### src/rtl/bus_a_rr_arbiter.sv
// Round-robin arbiter/sequencer that shares the bus_A datapath among NREQ requesters.
// Optional stall timeout is enabled by defining ARB_TIMEOUT_EN.
//
// state   | meaning
// IDLE    | no owner, searching req from rr_ptr upward
// GRANT   | owner drives bus_A, beats counted until release
// RELEASE | single dead turnaround cycle, then back to IDLE
module bus_a_rr_arbiter #(
  parameter int NREQ      = 4,
  parameter int DW        = 32,
  parameter int MAX_BURST = 8,
  parameter int TIMEOUT   = 16
) (
  input  logic                 clk,
  input  logic                 reset,
  input  logic [NREQ-1:0]      req,
  input  logic [NREQ-1:0]      valid_in,
  input  logic [NREQ-1:0]      last_in,
  input  logic [NREQ*DW-1:0]   data_in,
  input  logic                 ready,
  output logic [NREQ-1:0]      gnt,
  output logic [DW-1:0]        bus_A,
  output logic                 bus_valid,
  output logic [2:0]           owner,
  output logic                 busy,
  output logic                 timeout_err
);

  typedef enum logic [1:0] {ST_IDLE, ST_GRANT, ST_RELEASE} state_t;

  state_t            state_q, state_d;
  logic [NREQ-1:0]   gnt_q, gnt_d;
  logic [2:0]        owner_q, owner_d;
  logic [2:0]        rr_ptr_q, rr_ptr_d;
  logic [7:0]        beat_cnt_q, beat_cnt_d;

  logic              own_req, own_valid, own_last;
  logic [DW-1:0]     own_data;
  logic [2*NREQ-1:0] req_rot;
  logic              found;
  logic [2:0]        sel_idx;
  logic              accept;
  logic              stall_hit;
  logic              release_w;

  // Owner-indexed views of the per-requester inputs
  always_comb begin
    own_req   = 1'b0;
    own_valid = 1'b0;
    own_last  = 1'b0;
    own_data  = '0;
    for (int i = 0; i < NREQ; i++) begin
      if (owner_q == 3'(i)) begin
        own_req   = req[i];
        own_valid = valid_in[i];
        own_last  = last_in[i];
        own_data  = data_in[i*DW +: DW];
      end
    end
  end

  // Rotate req so bit 0 is the requester at rr_ptr; first set bit wins
  always_comb begin
    int sum;
    sum     = 0;
    found   = 1'b0;
    sel_idx = '0;
    req_rot = {req, req} >> rr_ptr_q;
    for (int i = 0; i < NREQ; i++) begin
      if (!found && req_rot[i]) begin
        found = 1'b1;
        sum   = int'(rr_ptr_q) + i;
        if (sum >= NREQ) sum = sum - NREQ;
        sel_idx = 3'(sum);
      end
    end
  end

  assign accept = (state_q == ST_GRANT) && own_valid && ready;

`ifdef ARB_TIMEOUT_EN
  localparam int SW = $clog2(TIMEOUT + 1);
  logic [SW-1:0] stall_cnt_q, stall_cnt_d;
  logic          timeout_err_q, timeout_err_d;

  assign stall_hit = (state_q == ST_GRANT) && !accept && (stall_cnt_q == SW'(TIMEOUT - 1));

  always_comb begin
    stall_cnt_d   = stall_cnt_q;
    timeout_err_d = 1'b0;
    if (state_q != ST_GRANT || accept) begin
      stall_cnt_d = '0;
    end else if (stall_hit) begin
      stall_cnt_d   = '0;
      timeout_err_d = 1'b1;
    end else begin
      stall_cnt_d = stall_cnt_q + 1'b1;
    end
  end

  always_ff @(posedge clk or negedge reset) begin
    if (!reset) begin
      stall_cnt_q   <= '0;
      timeout_err_q <= 1'b0;
    end else begin
      stall_cnt_q   <= stall_cnt_d;
      timeout_err_q <= timeout_err_d;
    end
  end

  assign timeout_err = timeout_err_q;
`else
  assign stall_hit   = 1'b0;
  assign timeout_err = 1'b0;
`endif

  // A beat accepted while req drops still counts; the missing req then releases
  assign release_w = (state_q == ST_GRANT) &&
                     ((accept && (own_last || beat_cnt_q == 8'(MAX_BURST - 1))) ||
                      !own_req || stall_hit);

  always_ff @(posedge clk or negedge reset) begin
    if (!reset) begin
      state_q    <= ST_IDLE;
      gnt_q      <= '0;
      owner_q    <= '0;
      rr_ptr_q   <= '0;
      beat_cnt_q <= '0;
    end else begin
      state_q    <= state_d;
      gnt_q      <= gnt_d;
      owner_q    <= owner_d;
      rr_ptr_q   <= rr_ptr_d;
      beat_cnt_q <= beat_cnt_d;
    end
  end

  always_comb begin
    state_d    = state_q;
    gnt_d      = gnt_q;
    owner_d    = owner_q;
    rr_ptr_d   = rr_ptr_q;
    beat_cnt_d = beat_cnt_q;
    case (state_q)
      ST_IDLE: begin
        if (found) begin
          state_d    = ST_GRANT;
          owner_d    = sel_idx;
          beat_cnt_d = '0;
          for (int i = 0; i < NREQ; i++) gnt_d[i] = (sel_idx == 3'(i));
        end
      end
      ST_GRANT: begin
        if (accept) beat_cnt_d = beat_cnt_q + 8'd1;
        if (release_w) begin
          state_d    = ST_RELEASE;
          gnt_d      = '0;
          beat_cnt_d = '0;
          rr_ptr_d   = (owner_q == 3'(NREQ - 1)) ? 3'd0 : owner_q + 3'd1;
        end
      end
      ST_RELEASE: begin
        state_d = ST_IDLE;
        gnt_d   = '0;
      end
      default: begin
        state_d = ST_IDLE;
        gnt_d   = '0;
      end
    endcase
  end

  always_comb begin
    bus_A     = '0;
    bus_valid = 1'b0;
    if (state_q == ST_GRANT) begin
      bus_A     = own_data;
      bus_valid = own_valid;
    end
    busy  = (state_q != ST_IDLE);
    gnt   = gnt_q;
    owner = owner_q;
  end

endmodule
### config.mk
export PLATFORM = sky130hd
export DESIGN_NAME = bus_a_rr_arbiter
export DESIGN_NICKNAME = d
export VERILOG_FILES = /design/src/rtl/bus_a_rr_arbiter.sv
export SDC_FILE = /design/constraint.sdc
export NUM_CORES = 1
export LEC_CHECK = 0
export ABC_AREA = 1
export CAP_MARGIN = 20
export CORE_MARGIN = 8
export CORE_UTILIZATION = 65
export CTS_BUF_LIST = sky130_fd_sc_hd__clkbuf_4 sky130_fd_sc_hd__clkbuf_8
export DETAILED_ROUTE_END_ITERATION = 12
export DONT_BUFFER_PORTS = 1
export PLACE_DENSITY = 0.81
export RECOVER_POWER = 100
export SYNTH_ARGS = -nofsm -noshare
export SYNTH_HDL_FRONTEND = slang
export SYNTH_SLANG_ARGS = --single-unit
### constraint.sdc
create_clock -name clk -period 2.75 [get_ports clk]
set_input_delay 0.4125 -clock clk [delete_from_list [all_inputs] [get_ports clk]]
set_output_delay 0.4125 -clock clk [all_outputs]
set_load 0.02 [all_outputs]
==> results.md <==
* Outcome: complete, no violations
* Hold Path Class: in -> reg
* Synth Cell Area at 2584 sq um
* DRT Pass-1 Iters at 6
* TNS Setup at 0 ns
* Syn_area_per_cell at 5.953 sq um
* Hold Startpoint: ready
* Clock Skew at 0.004142 ns
* Via density at 6.276
* Antenna Cells at 0
* Synthesis-to-finish area growth at 10.75%
* Ports at 185
* Leakage at 1.391 nW
* Reg2reg start: owner[0]$_DFFE_PN0P_
* Fin. Hold Viols at 0
* First-pass GRT wire length at 14,200 um
* Fillers at 357
* DP HPWL at 7566 um
* Seq/Total Area, Yosys at 19.37%
* DRT iter0 DRCs at 289
* Non-filler cells, final at 504
* Worst vdd ir at 0.9066 mV
* Clk_lat worst skew at 0.27 ns
* Fin crit period at 2.641 ns
* Critical Path AT at 2.23 ns
* GPL Wtd Cong at 0.9900
* Area of the core at 3914 sq um
* Critical Path Fanout Max at 17
* Die X at 79.05 um
* GRT overflow at 0
* DR vias at 3,163
* Pwr dens at 1324 nW/um^2
* DRC at 0
* Hold path endpoint: state_q[1]$_DFFE_PN0P_
* Comb pwr share at 81.3%
* CTS Buf Count at 3
* Routed Antenna Nets at 0
* Syn Inst Count at 434
* Max_slew headroom at 36.52%
* R2R depth at 15
* Initial antenna violation count at 0
* CTS tree: yes
* Setup CP Type: reg -> out
* Setup-failing EPs final at 0
* Pint at 0.001513 W
* Fin nets at 604
* Top cells by area, synth: dfrtp_1 (19%), nand3_1 (17%), nand2_1 (14%), o21ai_0 (13%), a21oi_1 (6.8%)
* CTS clk-pin slew, worst paths at 0.08 ns
* Synth warnings at 0
* CP Capture Type: output port
* Largest area contributor in the netlist: dfrtp_1
* Overall die area at 6248 sq um
* Port Buffers at 0
* Commonest non-fill, non-tap cell in the layout: nand2_1
* Layout cells sized above 1 at 16.96%
* Clock net sink count at 20
* Drt wl/cell at 18.98 um
* Hold Path Depth at 4
* Placed Cells at 498
* H-tree depth at 1
* Final WL at 9568 um
* Number of global-route vias before repair at 2,781
* RSZ-0062 raised after global routing: no
* Die height at 79.05 um
* Crit path required time at 2.34 ns
* R2r setup slk at 0.27 ns
* # rows at 23
* Yosys reg bits at 20
* Initial Util at 66.02%
* Switching share of power at 60.08%
* Clk pwr share at 6.1%
* Clock Path Buffers at 2
* Fmax at 378.7 MHz
* Startpoint Class: register
* Post-synth top area share at 19.37%
* Worst slew pin tran at 0.9491 ns
* Period utilisation layout at 96.03%
* Unique masters post-synth at 31
* RR Endpoint: beat_cnt_q[5]$_DFFE_PN0P_
* Max Slew Vio Count at 0
* Largest net degree at the start of global routing at 43
* Commonest cells after routing, fill and taps aside: nand2_1 (95), nand3_1 (89), o21ai_0 (70)
* Max-cap violations at 0
* P_sw at 0.002276 W
* Syn nets at 583
* Tot GR Track Use at 27.90%
* Register share of total power at 12.6%
* Resized cells post-CTS at 0
* CTS Root Cell: clkbuf_8
==> repair_timing <==
item | in CTS | in global routing
buffers inserted | 0 | 1
hold buffers | 1 | 0
setup endpoints to repair | 0 | 20
hold endpoints to repair | 20 | 0
==> synthesized netlist by cell type (all sizes together) <==
| library cell | number |
|---|---|
| inv | 32 |
| o21ai | 77 |
| buf | 11 |
| nand2 | 104 |
| nand4 | 1 |
| ha | 6 |
| and3 | 1 |
| nand3 | 91 |
| o21a | 1 |
| nor2 | 28 |
| xor2 | 3 |
| dfrtp | 20 |
| conb | 1 |
| o211ai | 1 |
| a21oi | 36 |
| clkbuf | 18 |
| xnor2 | 3 |
==> cell families (layout without fill, tap and decap cells) <==
logic type               after synthesis  in the layout  synth area share (%)
flip-flops                            20             20                 19.37
AO/OA/AOI/OAI                        115            115                 23.05
AND/OR/NAND/NOR                      225            225                 42.57
XOR/XNOR                               6              6                 2.034
adder cells (fa/ha/maj)                6              6                 2.905
buffers and inverters                 61             81                 9.928
other                                  1              1                0.1451
==> how the worst max path moves through the flow <==
stage / startpoint / endpoint / slack, ns / cells after the start
after floorplan: owner[1]$_DFFE_PN0P_ / bus_A[10] / 0.51 / 9
after global placement: owner[0]$_DFFE_PN0P_ / beat_cnt_q[1]$_DFFE_PN0P_ / 0.48 / 15
after detailed placement: owner[0]$_DFFE_PN0P_ / beat_cnt_q[4]$_DFFE_PN0P_ / 0.39 / 13
after CTS: owner[0]$_DFFE_PN0P_ / bus_A[4] / 0.11 / 10
after global routing: owner[1]$_DFFE_PN0P_ / bus_A[28] / 0.01 / 10
final: owner[1]$_DFFE_PN0P_ / bus_A[25] / 0.11 / 10
==> critical path, stage by stage, from the launching register on <==
cell and delay, ns:
dfrtp_1 0.50, inv_1 0.15, ha_1 0.23, inv_2 0.08, nor2_4 0.08, clkbuf_4 0.27
nand2_1 0.07, nand3_1 0.08, o21ai_0 0.15, a21oi_1 0.16, buf_2 0.18
==> through the flow <==
step                      power [W]  setup slack, ns  hold slack, ns  instance area (sq um)  utilization (%)
after floorplan            0.002746           0.5073          0.1169                   2584                -
after global placement     0.003578           0.4826          0.1174                   2873            73.40
after detailed placement   0.003673           0.3920          0.1173                   2873            73.40
after CTS                  0.003921           0.1139          0.4668                   2938            75.06
after global routing       0.004117          0.01109          0.5411                   2861            73.11
final                      0.003789           0.1092          0.5161                   2861            73.11
==> power by group through the flow <==
stage | logic [W] | clock network (W) | registers (W)
after global placement | 0.00310 | 0 | 0.000480
after floorplan | 0.00229 | 0 | 0.000451
final | 0.00308 | 0.000231 | 0.000476
after detailed placement | 0.00319 | 0 | 0.000482
after global routing | 0.00339 | 0.000242 | 0.000487
after CTS | 0.00321 | 0.000236 | 0.000478
==> layer usage <==
layer	global-route usage, %	up-vias	share of wire, %
met5	0	-	0
met4	10.74	0	3.7
met3	6.772	35	13
met2	48.56	240	49
met1	32.07	1390	34
li1	-	1498	-
==> final cells by class <==
| cell class | count | area [sq um] | area share (%) |
|---|---|---|---|
| multi-input cells | 353 | 1797 | 62.79 |
| clock buffers | 4 | 55.05 | 1.924 |
| well taps | 50 | 62.56 | 2.186 |
| flip-flops and latches | 20 | 500.5 | 17.49 |
| repair buffers | 45 | 324.1 | 11.32 |
| inverters | 32 | 122.6 | 4.285 |
==> registers in the layout, summed over array words and instances, names as in the netlist <==
register	flops
gnt	4
owner	3
beat_cnt_q	8
state_q	2
rr_ptr_q	3
Power figures use the tool's default switching activity.
